## src/rtl/ram_arbiter.sv

```systemverilog
// Two-requester round-robin arbiter that serialises read/write transactions
// onto a single-port RAM and returns read data on per-requester response pulses.
module ram_arbiter #(
    parameter int ADDR_W = 4,
    parameter int DATA_W = 8,
    parameter int RD_LAT = 1
) (
    input  logic              clk,
    input  logic              rst,
    input  logic              req0_valid,
    input  logic              req0_we,
    input  logic [ADDR_W-1:0] req0_addr,
    input  logic [DATA_W-1:0] req0_wdata,
    output logic              req0_ready,
    output logic              rsp0_valid,
    output logic [DATA_W-1:0] rsp0_rdata,
    input  logic              req1_valid,
    input  logic              req1_we,
    input  logic [ADDR_W-1:0] req1_addr,
    input  logic [DATA_W-1:0] req1_wdata,
    output logic              req1_ready,
    output logic              rsp1_valid,
    output logic [DATA_W-1:0] rsp1_rdata,
    output logic              ram_we,
    output logic [ADDR_W-1:0] ram_addr,
    output logic [DATA_W-1:0] ram_data_in,
    input  logic [DATA_W-1:0] ram_data_out,
    output logic              busy
);

    typedef enum logic [1:0] {IDLE, ISSUE, WAIT} state_t;

    localparam logic [1:0] WAIT_LAST = 2'(RD_LAT - 1);

    state_t      state, next_state;
    logic        last_grant;   // 1 = requester 1 was granted most recently
    logic        grant_id;
    logic [1:0]  wait_cnt;
    logic        grant0, grant1, handshake;
    logic        sel_we;
    logic [ADDR_W-1:0] sel_addr;
    logic [DATA_W-1:0] sel_wdata;

    always_comb begin
        grant0     = req0_valid & (~req1_valid | last_grant);
        grant1     = req1_valid & (~req0_valid | ~last_grant);
        // NOTE: ready is gated by rst directly so no handshake can slip through while reset is held.
        req0_ready = ~rst & (state == IDLE) & grant0;
        req1_ready = ~rst & (state == IDLE) & grant1;
        handshake  = req0_ready | req1_ready;
        sel_we     = req1_ready ? req1_we    : req0_we;
        sel_addr   = req1_ready ? req1_addr  : req0_addr;
        sel_wdata  = req1_ready ? req1_wdata : req0_wdata;
        busy       = (state != IDLE);

        next_state = state;
        case (state)
            IDLE:    if (handshake) next_state = ISSUE;
            ISSUE:   next_state = ram_we ? IDLE : WAIT;
            WAIT:    if (wait_cnt == WAIT_LAST) next_state = IDLE;
            default: next_state = IDLE;
        endcase
    end

    always_ff @(posedge clk or posedge rst) begin
        if (rst) state <= IDLE;
        else     state <= next_state;
    end

    // RAM port and response registers; ram_addr/ram_data_in only change on a grant.
    always_ff @(posedge clk or posedge rst) begin
        if (rst) begin
            last_grant  <= 1'b1;
            grant_id    <= 1'b0;
            wait_cnt    <= '0;
            ram_we      <= 1'b0;
            ram_addr    <= '0;
            ram_data_in <= '0;
            rsp0_valid  <= 1'b0;
            rsp1_valid  <= 1'b0;
            rsp0_rdata  <= '0;
            rsp1_rdata  <= '0;
        end else begin
            ram_we     <= 1'b0;
            rsp0_valid <= 1'b0;
            rsp1_valid <= 1'b0;
            case (state)
                IDLE: begin
                    if (handshake) begin
                        grant_id    <= req1_ready;
                        last_grant  <= req1_ready;
                        ram_we      <= sel_we;
                        ram_addr    <= sel_addr;
                        ram_data_in <= sel_wdata;
                    end
                end
                ISSUE: wait_cnt <= '0;
                WAIT: begin
                    wait_cnt <= wait_cnt + 2'd1;
                    if (wait_cnt == WAIT_LAST) begin
                        if (grant_id) begin
                            rsp1_rdata <= ram_data_out;
                            rsp1_valid <= 1'b1;
                        end else begin
                            rsp0_rdata <= ram_data_out;
                            rsp0_valid <= 1'b1;
                        end
                    end
                end
                default: ;
            endcase
        end
    end

endmodule

```

## config.mk

```make
export PLATFORM = sky130hd
export DESIGN_NAME = ram_arbiter
export DESIGN_NICKNAME = d
export VERILOG_FILES = /design/src/rtl/ram_arbiter.sv
export SDC_FILE = /design/constraint.sdc
export NUM_CORES = 1
export LEC_CHECK = 0
export CAP_MARGIN = 15
export CORE_AREA = 2 2 64 66
export CTS_CLUSTER_DIAMETER = 40
export DETAILED_ROUTE_END_ITERATION = 10
export DIE_AREA = 0 0 66 68
export PLACE_DENSITY_LB_ADDON = 0.15
export RECOVER_POWER = 100
export SLEW_MARGIN = 20
export SYNTH_ARGS = -nofsm -noshare
export SYNTH_HDL_FRONTEND = slang
export SYNTH_SLANG_ARGS = --single-unit
```

## constraint.sdc

```tcl
create_clock -name clk -period 4 [get_ports clk]
set_input_delay 0.8 -clock clk [delete_from_list [all_inputs] [get_ports clk]]
set_output_delay 0.8 -clock clk [all_outputs]
set_load 0.01 [all_outputs]
```

# --- After elaboration in Yosys (flattened, before gate mapping) ---
# Index checks and enable logic that the tools add are counted.
# W data, S select, Z words.
totals:
  reg_bits: 37
  latch_bits: 0
  mem_bits_rw: 0
  romBits: 0
  inputBits: 38
  mem_count: 0
classes:
  add_sub_neg: 1
  n_mul: 0
  n_div: 0
  order_cmp: 0
  eq_ne: 4
  shift: 0
  mux: 16
  bitwise: 13
  n_reduce_logical: 8
ops:
  columns: ["cell", "count"]
  rows:
  - ["$mux W1", 9]
  - ["$mux W8", 1]
  - ["$mux W2", 3]
  - ["$pmux W2 S3", 1]
  - ["$reduce_and A3 Y1", 2]
  - ["$and A1 B1 Y1", 5]
  - ["$not A1 Y1", 5]
  - ["$logic_not A2 Y1", 2]
  - ["$mux W4", 1]
  - ["$ne A2 B2 Y1 const B", 2]
  - ["$pmux W2 S2", 1]
  - ["$reduce_and A2 Y1", 2]
  - ["$reduce_bool A2 Y1", 2]
  - ["$or A1 B1 Y1", 3]
  - ["$add A2 B1 Y2 const B", 1]
  - ["$eq A2 B1 Y1 const B", 1]
  - ["$eq A2 B2 Y1 const B", 1]

# --- Longest topological paths before layout ---
depth:
  ltp_word: 7
  mapped_depth: 8
  mapped_depth_nobuf: 7

# --- Least setup slack after synthesis ---
# No wires, ideal clock.
synth_path:
  kind: "in2out"
  start: "input port rst"
  end: "output port req1_ready"
  arrival_time_ns: 1.281
  required_time_ns: 3.200
  path_slack_ns: 1.919
  path_stages: 4
  path_buffers: 1
  path_cell_list: "nor2b_4 nand3_2 inv_2 buf_6"
synth_between:
  elab_chain_cells: 3
synth_lines:
  columns: ["element", "line", "rtl"]
  rows:
  - ["from (decl)", "9", "input logic rst,"]
  - ["$not A1 Y1", "49", "req1_ready = ~rst & (state == IDLE) & grant1;"]
  - ["$and A1 B1 Y1 (2 in series)", "49", null]
  - ["to (decl)", "21", "output logic req1_ready,"]
# No other way between the ends.

# --- Worst setup path after layout ---
# Same ends and word-level chain as after synthesis.

==> run_results.csv <==
group,metric,value,unit
synthesis,avgSynthCellArea,10.1,sq um
sta,min_period,3.60,ns
critical_path,crit_fanout,16,
placement,post-dp-hpwl,2900,um
power,p_leak,1.12,nW
routing,drt-total-wl,3680,um
sta,max_slew.worst_pin.slew,0.948,ns
outcome,status,"completed",
sta,fin_worst_skew,0.00793,ns
sta,fin_ws,0.400,ns
synthesis,syn_inst,161,
routing,wire_per_inst,12.9,um
sta,drv_slew,0,
sta,timing.setup.tns,0,ns
final_layout,drive_above_1_share,8.47,%
floorplanning,die_area,4490,sq um
clock_network,cts_tree,"built",
final_layout,final_nets,278,
synthesis,synth.area.top_cells,"dfrtp_1 55%, nand2_1 13%, mux2_2 5.5%",
sta,relSlewSlack,36.8,%
critical_path,critPathCaptureType,"output port",
global_route,grtUsageTotal,18.3,%
synthesis,synth_cell_types,24,
floorplanning,rows,23,
sta,hold_ws,0.467,ns
hold_path,worstHoldPathType,"reg -> reg",
clock_network,worstSkewPairLatency,0.29,ns
sta,rsz0062_at_grt,"false",
global_route,grt_pass1_vias,1448,
routing,drcViolationCount,0,
clock_network,root_buffer,"clkbuf_8",
global_route,overflow,0,
global_route,antenna_found_initial,0,
floorplanning,die_h,68,um
synthesis,ys_ff_latch,37,
clock_network,clk_pin_slew,0.07,ns
critical_path,cp_data_arrival_time,2.80,ns
clock_network,clkSinkCount,37,
placement,io_buffers,71,
routing,drtPass1Iterations,4,
routing,drtIter0Drc,46,
clock_network,postCtsSetupBuffers,0,
final_layout,area_delta_synth_final,50.3,%
placement,gp_congestion,0.740,
floorplanning,die_w,66,um
placement,post-place-ws,0.609,ns
job,maxCapViolCount,0,
floorplanning,start_util,42.3,%
sta,fmax,0.278,GHz
floorplanning,coreArea,3860,sq um
routing,drtAntennaViolNets,0,
synthesis,seq_area_frac_synth,56.8,%
clock_network,cts_max_level,2,
critical_path,required,3.20,ns
final_layout,mostFrequentLayoutCells,"55 x nand2_1, 37 x clkdlybuf4s50_1, 36 x dfrtp_1",
sta,hold_viol_final,0,
power,p_per_area,700,nW/um^2
synthesis,syn_nets,204,
global_route,grt_start_max_net_pins,27,
critical_path,critical_path_class,"in -> out",
clock_network,cts_buffers,5,
critical_path,rrSetupSlack,1.59,ns
clock_network,cts_resized,0,
synthesis,yosysWarnings,0,
synthesis,synth_top_area_share,55.2,%
critical_path,critPathLaunchType,"input pin",
synthesis,synthesis.area,1630,sq um
clock_network,cts_hold_buffers,0,
clock_network,clock_path_buffers,2,
sta,finalSetupViolCount,0,
routing,vias,1378,
power,peakVddDrop,277,uV
synthesis,yosysTopAreaCell,"dfrtp_1",
final_layout,n_fill_cell,336,
global_route,grt_pass1_wl,6110,um
routing,vias_per_cell,4.82,
final_layout,layout_commonest_cell,"nand2_1",
floorplanning,io_pins,72,
final_layout,antennaDiodeCount,0,
sta,fin_crit_sh,90.0,%
-- flip-flops by register name (all words and copies together), names as in the netlist --
name         flops
rsp1_rdata       8
state            2
rsp0_rdata       8
ram_data_in      8
wait_cnt         2
rsp1_valid       1
ram_addr         4
ram_we           1
rsp0_valid       1
last_grant       1
grant_id         1
-- Yosys cell counts, drive strengths merged --
cell type and n:
mux2 9, buf 5, o22ai 1, inv 10, ha 5, dfstp 1
nand3 5, o21a 1, a31oi 12, mux2i 1, dfrtp 36, o21ai 2
nor2b 1, nor2 12, nand3b 1, nand2b 2, nand2 55, a21boi 1
clkinv 1
-- cells by family after synthesis --
group	count (synthesis)	share of synthesized area, %
fa+ha+maj	5	3.83
compound gates	17	7.44
buf+inv	16	4.98
mux	10	7.06
simple gates	76	19.9
flops	37	56.8
-- through the flow --
step / util [%] / power [mW] / cell area [sq um] / std cells
4_1_cts: 64.5 / 1.84 / 2490 / 286
3_5_place_dp: 61.5 / 1.51 / 2370 / 278
3_3_place_gp: 61.5 / 1.47 / 2370 / 278
6_report: 63.6 / 1.72 / 2450 / 286
5_1_grt: 63.6 / 1.85 / 2450 / 286
2_1_floorplan: - / 1.07 / 1630 / 161
-- path summary, 6_finish.rpt --
path | cells after the start | end | from
hold reg to reg | 2 | last_grant | last_grant
hold / removal | 2 | last_grant | last_grant
min in group asynchronous | 2 | wait_cnt[0] | rst
setup / recovery | 5 | req1_ready | rst
setup reg to reg | 6 | state[0] | state[0]
max in group asynchronous | 3 | rsp0_rdata[5] | rst
-- cell type report --
cell class              instances  area (sq um)  share of cell area, %
flip-flops and latches         37           927                   37.8
repair buffers                 72           714                   29.1
multi-input cells             108           592                   24.1
clock buffers                   5          68.8                   2.81
well taps                      50          62.6                   2.55
clock inverters                 3          46.3                   1.89
inverters                      11          41.3                   1.68
-- worst max-delay path: stages --
cell and delay (ns):
dlygate4sd3_1 0.55, nor2b_1 0.23, nand3_2 0.33, inv_2 0.30, clkdlybuf4s50_1 0.59
-- report_power, final --
part           leakage (nW)  switching [mW]  internal, mW
sequential            0.439          0.0862         0.553
combinational         0.627           0.360         0.398
clock                0.0543           0.133         0.186
-- layer usage --
layer	up-vias	GRT usage (%)	share of wire [%]
met1	650	19.4	40
met4	0	7.65	1.2
met5	-	0	0
met2	55	34.3	52
met3	5	4.93	7.4
li1	668	-	-
Note: power is estimated with default switching activity, not from simulation.
